==> config.mk <==
export PLATFORM = sky130hd
export DESIGN_NAME = multicycle_ctrl
export DESIGN_NICKNAME = d
export VERILOG_FILES = /design/src/rtl/multicycle_ctrl_pkg.sv /design/src/rtl/multicycle_ctrl_decode.sv /design/src/rtl/multicycle_ctrl.sv
export SDC_FILE = /design/constraint.sdc
export NUM_CORES = 1
export LEC_CHECK = 0
export ABC_CLOCK_PERIOD_IN_PS = 7500
export BUFFER_PORTS_ARGS = -buffer_cell sky130_fd_sc_hd__buf_2
export CORE_MARGIN = 2
export CORE_UTILIZATION = 25
export CTS_CLUSTER_DIAMETER = 100
export CTS_CLUSTER_SIZE = 14
export DETAILED_ROUTE_END_ITERATION = 8
export SETUP_SLACK_MARGIN = 0.5
export SYNTH_ARGS = -nofsm -noshare
export SYNTH_HDL_FRONTEND = slang
export SYNTH_SLANG_ARGS = --single-unit
==> constraint.sdc <==
create_clock -name clk -period 7.5 [get_ports clk]
set_clock_uncertainty 0.15 [all_clocks]
set_input_delay 1.125 -clock clk [delete_from_list [all_inputs] [get_ports clk]]
set_output_delay 1.125 -clock clk [all_outputs]
set_load 0.1 [all_outputs]
==> src/rtl/multicycle_ctrl_pkg.sv <==
// ---------------------------------------------------------------------------
// multicycle_ctrl_pkg
// Shared constants for the multicycle MIPS-subset controller: FSM state
// encodings, opcode/func field values, ALU operation codes, write-back
// source selects and PC source selects.
// ---------------------------------------------------------------------------
package multicycle_ctrl_pkg;

    // FSM state encodings (3-bit, debug-visible on the state port)
    localparam logic [2:0] S_FETCH  = 3'd0;
    localparam logic [2:0] S_DECODE = 3'd1;
    localparam logic [2:0] S_EXEC   = 3'd2;
    localparam logic [2:0] S_MEM    = 3'd3;
    localparam logic [2:0] S_WB     = 3'd4;

    // Primary opcodes, inst[31:26]
    localparam logic [5:0] OP_RTYPE = 6'h00;
    localparam logic [5:0] OP_J     = 6'h02;
    localparam logic [5:0] OP_BEQ   = 6'h04;
    localparam logic [5:0] OP_ADDIU = 6'h09;
    localparam logic [5:0] OP_SLTI  = 6'h0A;
    localparam logic [5:0] OP_ANDI  = 6'h0C;
    localparam logic [5:0] OP_ORI   = 6'h0D;
    localparam logic [5:0] OP_XORI  = 6'h0E;
    localparam logic [5:0] OP_LUI   = 6'h0F;
    localparam logic [5:0] OP_LW    = 6'h23;
    localparam logic [5:0] OP_SW    = 6'h2B;

    // R-type function codes, inst[5:0]
    localparam logic [5:0] FN_SLL = 6'h00;
    localparam logic [5:0] FN_SRL = 6'h02;
    localparam logic [5:0] FN_ADD = 6'h20;
    localparam logic [5:0] FN_SUB = 6'h22;
    localparam logic [5:0] FN_AND = 6'h24;
    localparam logic [5:0] FN_OR  = 6'h25;
    localparam logic [5:0] FN_XOR = 6'h26;
    localparam logic [5:0] FN_NOR = 6'h27;

    // ALU operation codes
    localparam logic [3:0] ALU_ADDU = 4'b0000;
    localparam logic [3:0] ALU_SUB  = 4'b0001;
    localparam logic [3:0] ALU_ADD  = 4'b0010;
    localparam logic [3:0] ALU_AND  = 4'b0011;
    localparam logic [3:0] ALU_OR   = 4'b0100;
    localparam logic [3:0] ALU_NOR  = 4'b0101;
    localparam logic [3:0] ALU_XOR  = 4'b0110;
    localparam logic [3:0] ALU_SLL  = 4'b1000;
    localparam logic [3:0] ALU_SRL  = 4'b1001;

    // Write-back source selects
    localparam logic [1:0] WB_ALU  = 2'b00;
    localparam logic [1:0] WB_LUI  = 2'b01;
    localparam logic [1:0] WB_MEM  = 2'b10;
    localparam logic [1:0] WB_SLTI = 2'b11;

    // PC source selects
    localparam logic [1:0] PC_SEQ    = 2'b00;
    localparam logic [1:0] PC_BRANCH = 2'b01;
    localparam logic [1:0] PC_JUMP   = 2'b10;

endpackage

==> src/rtl/multicycle_ctrl_decode.sv <==
// ---------------------------------------------------------------------------
// ctrl_decode
// Purely combinational instruction classifier for multicycle_ctrl.
// Ports:
//   inst_i      instruction register contents
//   is_j_o      jump
//   is_nop_o    all-zero instruction
//   is_beq_o    branch-if-equal
//   is_lw_o     load word
//   is_sw_o     store word
//   illegal_o   opcode/func not in the supported set
//   aluc_o      ALU operation for this instruction
//   alu_srcb_o  1 = immediate B operand
//   sign_ext_o  1 = sign-extend immediate
//   wb_sel_o    write-back source for this instruction
// ---------------------------------------------------------------------------
module ctrl_decode
    import multicycle_ctrl_pkg::*;
(
    input  logic [31:0] inst_i,
    output logic        is_j_o,
    output logic        is_nop_o,
    output logic        is_beq_o,
    output logic        is_lw_o,
    output logic        is_sw_o,
    output logic        illegal_o,
    output logic [3:0]  aluc_o,
    output logic        alu_srcb_o,
    output logic        sign_ext_o,
    output logic [1:0]  wb_sel_o
);

    logic [5:0] op;
    logic [5:0] func;
    logic       supported;

    assign op       = inst_i[31:26];
    assign func     = inst_i[5:0];
    assign is_nop_o = (inst_i == 32'd0);

    always_comb begin
        supported  = 1'b1;
        is_j_o     = 1'b0;
        is_beq_o   = 1'b0;
        is_lw_o    = 1'b0;
        is_sw_o    = 1'b0;
        aluc_o     = ALU_ADDU;
        alu_srcb_o = 1'b0;
        sign_ext_o = 1'b0;
        wb_sel_o   = WB_ALU;
        case (op)
            OP_RTYPE: begin
                case (func)
                    FN_ADD:  aluc_o = ALU_ADD;
                    FN_SUB:  aluc_o = ALU_SUB;
                    FN_AND:  aluc_o = ALU_AND;
                    FN_OR:   aluc_o = ALU_OR;
                    FN_XOR:  aluc_o = ALU_XOR;
                    FN_NOR:  aluc_o = ALU_NOR;
                    FN_SLL:  aluc_o = ALU_SLL;
                    FN_SRL:  aluc_o = ALU_SRL;
                    default: supported = 1'b0;
                endcase
            end
            OP_J:    is_j_o = 1'b1;
            OP_BEQ: begin
                is_beq_o   = 1'b1;
                aluc_o     = ALU_SUB;
                sign_ext_o = 1'b1;
            end
            OP_ADDIU: begin
                alu_srcb_o = 1'b1;
                sign_ext_o = 1'b1;
            end
            OP_SLTI: begin
                // slti compares by subtraction; the result bit is picked at write-back
                aluc_o     = ALU_SUB;
                alu_srcb_o = 1'b1;
                sign_ext_o = 1'b1;
                wb_sel_o   = WB_SLTI;
            end
            OP_ANDI: begin
                aluc_o     = ALU_AND;
                alu_srcb_o = 1'b1;
            end
            OP_ORI: begin
                aluc_o     = ALU_OR;
                alu_srcb_o = 1'b1;
            end
            OP_XORI: begin
                aluc_o     = ALU_XOR;
                alu_srcb_o = 1'b1;
            end
            OP_LUI: begin
                alu_srcb_o = 1'b1;
                wb_sel_o   = WB_LUI;
            end
            OP_LW: begin
                is_lw_o    = 1'b1;
                alu_srcb_o = 1'b1;
                sign_ext_o = 1'b1;
                wb_sel_o   = WB_MEM;
            end
            OP_SW: begin
                is_sw_o    = 1'b1;
                alu_srcb_o = 1'b1;
                sign_ext_o = 1'b1;
            end
            default: supported = 1'b0;
        endcase
    end

    assign illegal_o = ~supported;

endmodule

==> src/rtl/multicycle_ctrl.sv <==
// ---------------------------------------------------------------------------
// multicycle_ctrl
// Five-state (FETCH/DECODE/EXEC/MEM/WB) control FSM for a multicycle
// MIPS-subset datapath, with a retired-instruction counter.
// Ports:
//   clk, rst           clock, synchronous active-high reset
//   inst               instruction register contents
//   zero               ALU zero flag (branch decision in EXEC)
//   mem_ready          memory acknowledge for fetch and data access
//   im_r, ir_w         instruction fetch request, IR load strobe
//   pc_w, pc_src       PC write enable and source select
//   aluc, alu_srcb     ALU op and B operand select (valid in EXEC)
//   sign_ext           immediate extension mode (valid in EXEC)
//   rf_w, wb_sel       register write enable and source (WB)
//   dm_cs, dm_r, dm_w  data memory select/read/write (MEM)
//   illegal            one-cycle pulse in DECODE on unsupported instruction
//   state              current FSM state (debug)
//   retired            completed-instruction count
// ---------------------------------------------------------------------------
module multicycle_ctrl
    import multicycle_ctrl_pkg::*;
(
    input  logic        clk,
    input  logic        rst,
    input  logic [31:0] inst,
    input  logic        zero,
    input  logic        mem_ready,
    output logic        im_r,
    output logic        ir_w,
    output logic        pc_w,
    output logic [1:0]  pc_src,
    output logic [3:0]  aluc,
    output logic        alu_srcb,
    output logic        sign_ext,
    output logic        rf_w,
    output logic [1:0]  wb_sel,
    output logic        dm_cs,
    output logic        dm_r,
    output logic        dm_w,
    output logic        illegal,
    output logic [2:0]  state,
    output logic [31:0] retired
);

    logic [2:0]  state_q, state_d;
    logic [31:0] retired_q, retired_d;
    logic        retire;

    logic        dec_is_j, dec_is_nop, dec_is_beq, dec_is_lw, dec_is_sw, dec_illegal;
    logic [3:0]  dec_aluc;
    logic        dec_alu_srcb, dec_sign_ext;
    logic [1:0]  dec_wb_sel;

    ctrl_decode u_decode (
        .inst_i     (inst),
        .is_j_o     (dec_is_j),
        .is_nop_o   (dec_is_nop),
        .is_beq_o   (dec_is_beq),
        .is_lw_o    (dec_is_lw),
        .is_sw_o    (dec_is_sw),
        .illegal_o  (dec_illegal),
        .aluc_o     (dec_aluc),
        .alu_srcb_o (dec_alu_srcb),
        .sign_ext_o (dec_sign_ext),
        .wb_sel_o   (dec_wb_sel)
    );

    always_comb begin
        state_d  = state_q;
        retire   = 1'b0;
        im_r     = 1'b0;
        ir_w     = 1'b0;
        pc_w     = 1'b0;
        pc_src   = PC_SEQ;
        aluc     = ALU_ADDU;
        alu_srcb = 1'b0;
        sign_ext = 1'b0;
        rf_w     = 1'b0;
        wb_sel   = WB_ALU;
        dm_cs    = 1'b0;
        dm_r     = 1'b0;
        dm_w     = 1'b0;
        illegal  = 1'b0;

        case (state_q)
            S_FETCH: begin
                im_r = 1'b1;
                if (mem_ready) begin
                    ir_w    = 1'b1;
                    pc_w    = 1'b1;
                    state_d = S_DECODE;
                end
            end
            S_DECODE: begin
                if (dec_is_j) begin
                    pc_w    = 1'b1;
                    pc_src  = PC_JUMP;
                    retire  = 1'b1;
                    state_d = S_FETCH;
                end else if (dec_is_nop) begin
                    retire  = 1'b1;
                    state_d = S_FETCH;
                end else if (dec_illegal) begin
                    // Illegal instructions are abandoned without counting as retired
                    illegal = 1'b1;
                    state_d = S_FETCH;
                end else begin
                    state_d = S_EXEC;
                end
            end
            S_EXEC: begin
                aluc     = dec_aluc;
                alu_srcb = dec_alu_srcb;
                sign_ext = dec_sign_ext;
                if (dec_is_beq) begin
                    pc_w    = zero;
                    pc_src  = PC_BRANCH;
                    retire  = 1'b1;
                    state_d = S_FETCH;
                end else if (dec_is_lw || dec_is_sw) begin
                    state_d = S_MEM;
                end else begin
                    state_d = S_WB;
                end
            end
            S_MEM: begin
                dm_cs = 1'b1;
                dm_r  = dec_is_lw;
                dm_w  = dec_is_sw;
                if (mem_ready) begin
                    if (dec_is_sw) begin
                        retire  = 1'b1;
                        state_d = S_FETCH;
                    end else begin
                        state_d = S_WB;
                    end
                end
            end
            S_WB: begin
                rf_w    = 1'b1;
                wb_sel  = dec_wb_sel;
                retire  = 1'b1;
                state_d = S_FETCH;
            end
            default: state_d = S_FETCH;
        endcase

        // Reset kills every strobe immediately, even in the middle of a memory access
        if (rst) begin
            im_r     = 1'b0;
            ir_w     = 1'b0;
            pc_w     = 1'b0;
            pc_src   = PC_SEQ;
            aluc     = ALU_ADDU;
            alu_srcb = 1'b0;
            sign_ext = 1'b0;
            rf_w     = 1'b0;
            wb_sel   = WB_ALU;
            dm_cs    = 1'b0;
            dm_r     = 1'b0;
            dm_w     = 1'b0;
            illegal  = 1'b0;
        end
    end

    assign retired_d = retired_q + {31'd0, retire};

    always_ff @(posedge clk) begin
        if (rst) begin
            state_q   <= S_FETCH;
            retired_q <= 32'd0;
        end else begin
            state_q   <= state_d;
            retired_q <= retired_d;
        end
    end

    assign state   = state_q;
    assign retired = retired_q;

endmodule
* Word-level counts from Yosys, hierarchy flattened
Cells that the tools add are included.
Word-level totals: flip-flop bits (word level) 35, input port bits 36, output and inout port bits 53
Cells by class: add/sub/neg operators 1, eq/ne operators 23, muxes and demuxes 60, reduce and logical (&&, ||, !) cells 11
Operator list (number):
- $eq A6 B6 Y1 const B | 8
- $mux W1 | 38
- $eq A6 B4 Y1 const B | 6
- $add A32 B1 Y32 | 1
- $logic_not A32 Y1 | 1
- $pmux W4 S8 | 1
- $pmux W4 S5 | 1
- $reduce_or A8 Y1 | 2
- $mux W3 | 5
- $mux W2 | 7
- $eq A6 B2 Y1 const B | 2
- $logic_not A6 Y1 | 2
- $pmux W3 S4 | 1
- $reduce_or A10 Y1 | 1
- $mux W4 | 2
- $eq A3 B2 Y1 const B | 2
- $eq A6 B3 Y1 const B | 1
- $pmux W2 S3 | 1
- $reduce_or A5 Y1 | 1
- $ne A2 B2 Y1 const B | 2
- $pmux W1 S4 | 1
- $pmux W2 S2 | 1
- $eq A3 B1 Y1 const B | 1
- $eq A3 B3 Y1 const B | 1
- other kinds (6) | 6

* Depth between registers and ports, before layout
depth in word-level cells 9, mapped depth 13, depth with buffers taken out 11

* By module
A second synthesis with hierarchy kept.
Unflattened totals: cell total of the unflattened synthesis 296, area, all modules 2296.0 um^2
Modules (own cells, without submodules):
- multicycle_ctrl | instances 1, cells an instance 229, area each 1858.0 um^2
- ctrl_decode | instances 1, cells an instance 67, area each 437.9 um^2

* Worst setup path after synthesis
No wires, ideal clock.
path kind input-to-output, start point input port rst, end point output port ir_w, data arrival time 5.192 ns, data required time 6.225 ns, path slack 1.033 ns, stages 3, buffers on the path 1, path through clkbuf_1 -> nor4_1 -> and2_1
On the way: cells in the longest elaborated chain, start to end 1
Ends and longest elaborated chain:
- start: declaration | line multicycle_ctrl.sv:24 | input logic rst,
- $mux W1 | line multicycle_ctrl.sv:149 | if (rst) begin
- end: declaration | line multicycle_ctrl.sv:29 | output logic ir_w,
Every way passes these cells.

* Final worst setup path
start point input port rst, end point output port aluc[3]
On the way: cells in the longest elaborated chain, start to end 1
Ends and longest elaborated chain:
- $mux W4 | line multicycle_ctrl.sv:149
- end: declaration | line multicycle_ctrl.sv:32 | output logic [3:0] aluc,
Every way passes these cells.

==> flow_summary_export.csv <==
group,metric,value,unit
logic_synthesis,synth_top_cells_by_count,"sky130_fd_sc_hd__nor2_1, sky130_fd_sc_hd__dfxtp_1, sky130_fd_sc_hd__xnor2_1",
pwr,share_of_total_power_in_the_clock_network,0.350,
cells_and_area,multi_input_combinational_cell_area,0.001354,sq mm
timing,period_minus_slack,4.440,ns
logic_synthesis,syn_area_per_cell,7.909,sq um
logic_synthesis,post_synth_num_cell_types,46,
drt,routedLengthMet1,2.707,mm
logic_synthesis,yosys.area_share.adder,0.01155,
logic_synthesis,synthTopCellsByArea,"sky130_fd_sc_hd__dfxtp_1, sky130_fd_sc_hd__nor2_1, sky130_fd_sc_hd__xnor2_1",
logic_synthesis,yosys.area_share.xor_xnor,0.1212,
clocking,holdBufCountCts,0,
timing,timing.final.crit_share,0.5920,
clocking,cts_htree_levels,2,
timing,final-hold-violation-count,0,
timing,final-setup-viol-count,0,
logic_synthesis,synth-compound-area-share,0.09469,
cells_and_area,finish.instance_area,0.002738,sq mm
min_path,timing.hold.worst.start,"retired[31]",
pwr,total_leakage_power,0.001126,uW
logic_synthesis,yosys_most_used_dff,"sky130_fd_sc_hd__dfxtp_1",
place,gp_congestion,0.8235,
status,run_status,"finished clean",
setup_path,cp_data_arrival_time,3.16,ns
logic_synthesis,synth_area,0.002167,sq mm
logic_synthesis,synth-edff-count,0,
setup_path,rr_endpoint,"retired[30]",
cells_and_area,layout.cells.non_filler,462,
setup_path,r2r_start,"state[0]",
logic_synthesis,synth_top_area_share,0.3233,
clocking,clkSlewWorstSetupHoldPaths,0.06,ns
timing,final_max_slew_viol_count,0,
logic_synthesis,synth_top_family_by_area,"simple AND/OR/NAND/NOR gates",
pwr,switchingPower,100.5,uW
drt,drt-initial-drc-count,67,
pwr,power_switching_share,0.2736,
logic_synthesis,synth.yosys.seq_area_share,0.3233,
drt,drt_first_pass_iters,4,
drt,drt-wirelength-per-cell,12.65,um
drt,viasPerCell,4.842,
drt,detail_route.wirelength,5.843,mm
cells_and_area,layout-drive-gt1-share,0.2941,
drt,met2WireLength,2.593,mm
min_path,min_path_type,"reg2reg",
drt,top_layer,"met4",
logic_synthesis,yosys_register_bits,35,
logic_synthesis,yosys_warnings,0,
timing,totalNegativeSetupSlack,0,ns
setup_path,crit_path_max_fanout,37,
cells_and_area,final_nets,394,
setup_path,worstRegToRegCells,10,
clocking,post_cts_resized,0,
grt,maximum_number_of_pins_on_one_net_before_global_route_repair,38,
clocking,tritoncts,"done",
logic_synthesis,synth_top_cell_by_area,"sky130_fd_sc_hd__dfxtp_1",
place,placed_cells_incl_taps,454,
setup_path,crit_path_end_kind,"output port",
cells_and_area,antennaDiodeCount,0,
job,maxCapViolCount,0,
place,detailedPlacementHpwl,4.493,mm
logic_synthesis,number_of_instances_in_the_synthesized_netlist,274,
clocking,clk_latency,0.28,ns
timing,finalHoldWorstSlack,0.3651,ns
drt,dr_wl_met3,495,um
logic_synthesis,synth_async_reset_ratio,0,
floorplanning,die_height,97.11,um
drt,route.antenna.remaining_nets,0,
floorplanning,top_level_ports,89,
floorplanning,initial_core_util,0.2611,
min_path,worst_hold_path.num_cells,2,
floorplanning,dieWidth,97.11,um
drt,drc_markers,0,
pwr,power_per_cell_area,134.2,mW/mm^2
logic_synthesis,synth_mux_area_frac,0.01039,
grt,grt_pass1_wl,10.01,mm
setup_path,timing.critical_path.from_type,"input port",
place,placedInstanceArea,0.002656,sq mm
setup_path,worst-setup-path-type,"in2out",
drt,route.vias.total,2237,
clocking,cts.path.max_buffers,2,
clocking,cts_num_sinks,35,
setup_path,r2r_slack,4.25,ns
place,port-buffer-count,88,
setup_path,worst_ep_required_time,6.22,ns
pwr,p_seq_frac,0.512,
floorplanning,design.core.area,0.008299,sq mm
timing,rsz_0062_raised_after_global_routing,"false",
logic_synthesis,synth.most_common_cell,"sky130_fd_sc_hd__nor2_1",
cells_and_area,num-fill-cells,900,
clocking,post-cts-setup-buffers,0,
floorplanning,num_rows,33,
grt,grt_antenna_before_repair,0,
pwr,cell_internal_pwr,266.9,uW
logic_synthesis,postSynthNetCount,312,
timing,achievable-frequency,225.2,MHz
pwr,combinationalPowerShare,0.138,
min_path,worst_hold_path.endpoint,"retired[31]",
cells_and_area,regArea,700.7,sq um
grt,grt_util_all_layers,0.1229,
timing,worst_slew_margin_rel,0.5532,
cells_and_area,area_growth_syn_to_layout,26.33,%
logic_synthesis,synth-simple-area-share,0.3868,
clocking,clockRootBuffer,"sky130_fd_sc_hd__clkbuf_8",
floorplanning,die_ar,0.009429,sq mm
pwr,vdd_drop_max,65.49,uV
timing,worst_slew_pin_slew,0.6701,ns
clocking,cts_inserted_buffers,5,
grt,first_global_vias,2174,
grt,grt_overflow_total,0,
[area by class of cell]
class	instances	area share
clock inverters	1	0.001828
repair buffers	88	0.1609
flip-flops and latches	35	0.2559
multi-input cells	218	0.4945
inverters	8	0.01097
clock buffers	7	0.02788
well taps	105	0.04799
[routing by layer]
metal,global-route usage,up-vias
li1,-,1143
met1,0.1574,999
met2,0.2014,89
met3,0.03885,6
met4,0.03034,0
met5,0,-
[worst max-delay path: stages]
cell                      delay [ns]
sky130_fd_sc_hd__buf_2          0.31
sky130_fd_sc_hd__nor2_1         0.25
sky130_fd_sc_hd__nand2_1        0.14
sky130_fd_sc_hd__or2_2          0.37
sky130_fd_sc_hd__or3_1          0.32
sky130_fd_sc_hd__nor3_1         0.18
sky130_fd_sc_hd__buf_2          0.47
[metrics by stage]
stage | setup slack, ns | util | total power, uW
after CTS | 3.050 | 0.3299 | 371.1
after detailed placement | 2.936 | 0.3201 | 243.2
after global placement | 3.011 | 0.3201 | 242.7
after global routing | 2.822 | 0.3299 | 382.0
final | 3.060 | 0.3299 | 367.4
after floorplan | 1.033 | - | 227.9
[cells by family (layout without fill, tap and decap cells)]
group	Yosys count	after routing
and+or+nand+nor	154	154
AOI/OAI and AO/OA	30	30
xor gates and xnor gates	30	30
adders and majority gates	2	2
muxes	2	2
DFF	35	35
buffers and inverters	21	104
[worst max path at each step]
stage                        start     endpoint  slack [ns]  depth (start not counted)
after CTS                      rst      aluc[3]        3.05                          7
after floorplan                rst         ir_w        1.03                          3
after global routing           rst      aluc[3]        2.82                          7
after global placement    inst[26]  retired[26]        3.01                         12
final                          rst      aluc[3]        3.06                          7
after detailed placement  inst[26]  retired[30]        2.94                         12
[power groups by stage]
stage          combinational, uW  clock, uW  sequential, uW
2_1_floorplan               32.9          0             195
3_3_place_gp                50.5          0             192
3_5_place_dp                51.0          0             192
4_1_cts                     51.1        132             188
5_1_grt                     55.4        139             188
6_report                    50.9        129             188
[registers in the layout, indices dropped and copies added, names as in the netlist]
name and count:
retired 32, state 3
[placed cells by master (no fill, tap or decap), types with 7 or more instances in the layout]
cell type and instances:
sky130_fd_sc_hd__and2_1 7, sky130_fd_sc_hd__buf_2 88, sky130_fd_sc_hd__dfxtp_1 35, sky130_fd_sc_hd__inv_1 8, sky130_fd_sc_hd__nand2_1 17, sky130_fd_sc_hd__nand3_1 16
sky130_fd_sc_hd__nand4_1 12, sky130_fd_sc_hd__nor2_1 43, sky130_fd_sc_hd__nor3_1 14, sky130_fd_sc_hd__nor4_1 14, sky130_fd_sc_hd__o21ai_0 8, sky130_fd_sc_hd__xnor2_1 18
sky130_fd_sc_hd__xor2_1 12
(Power assumes the default switching activity.)
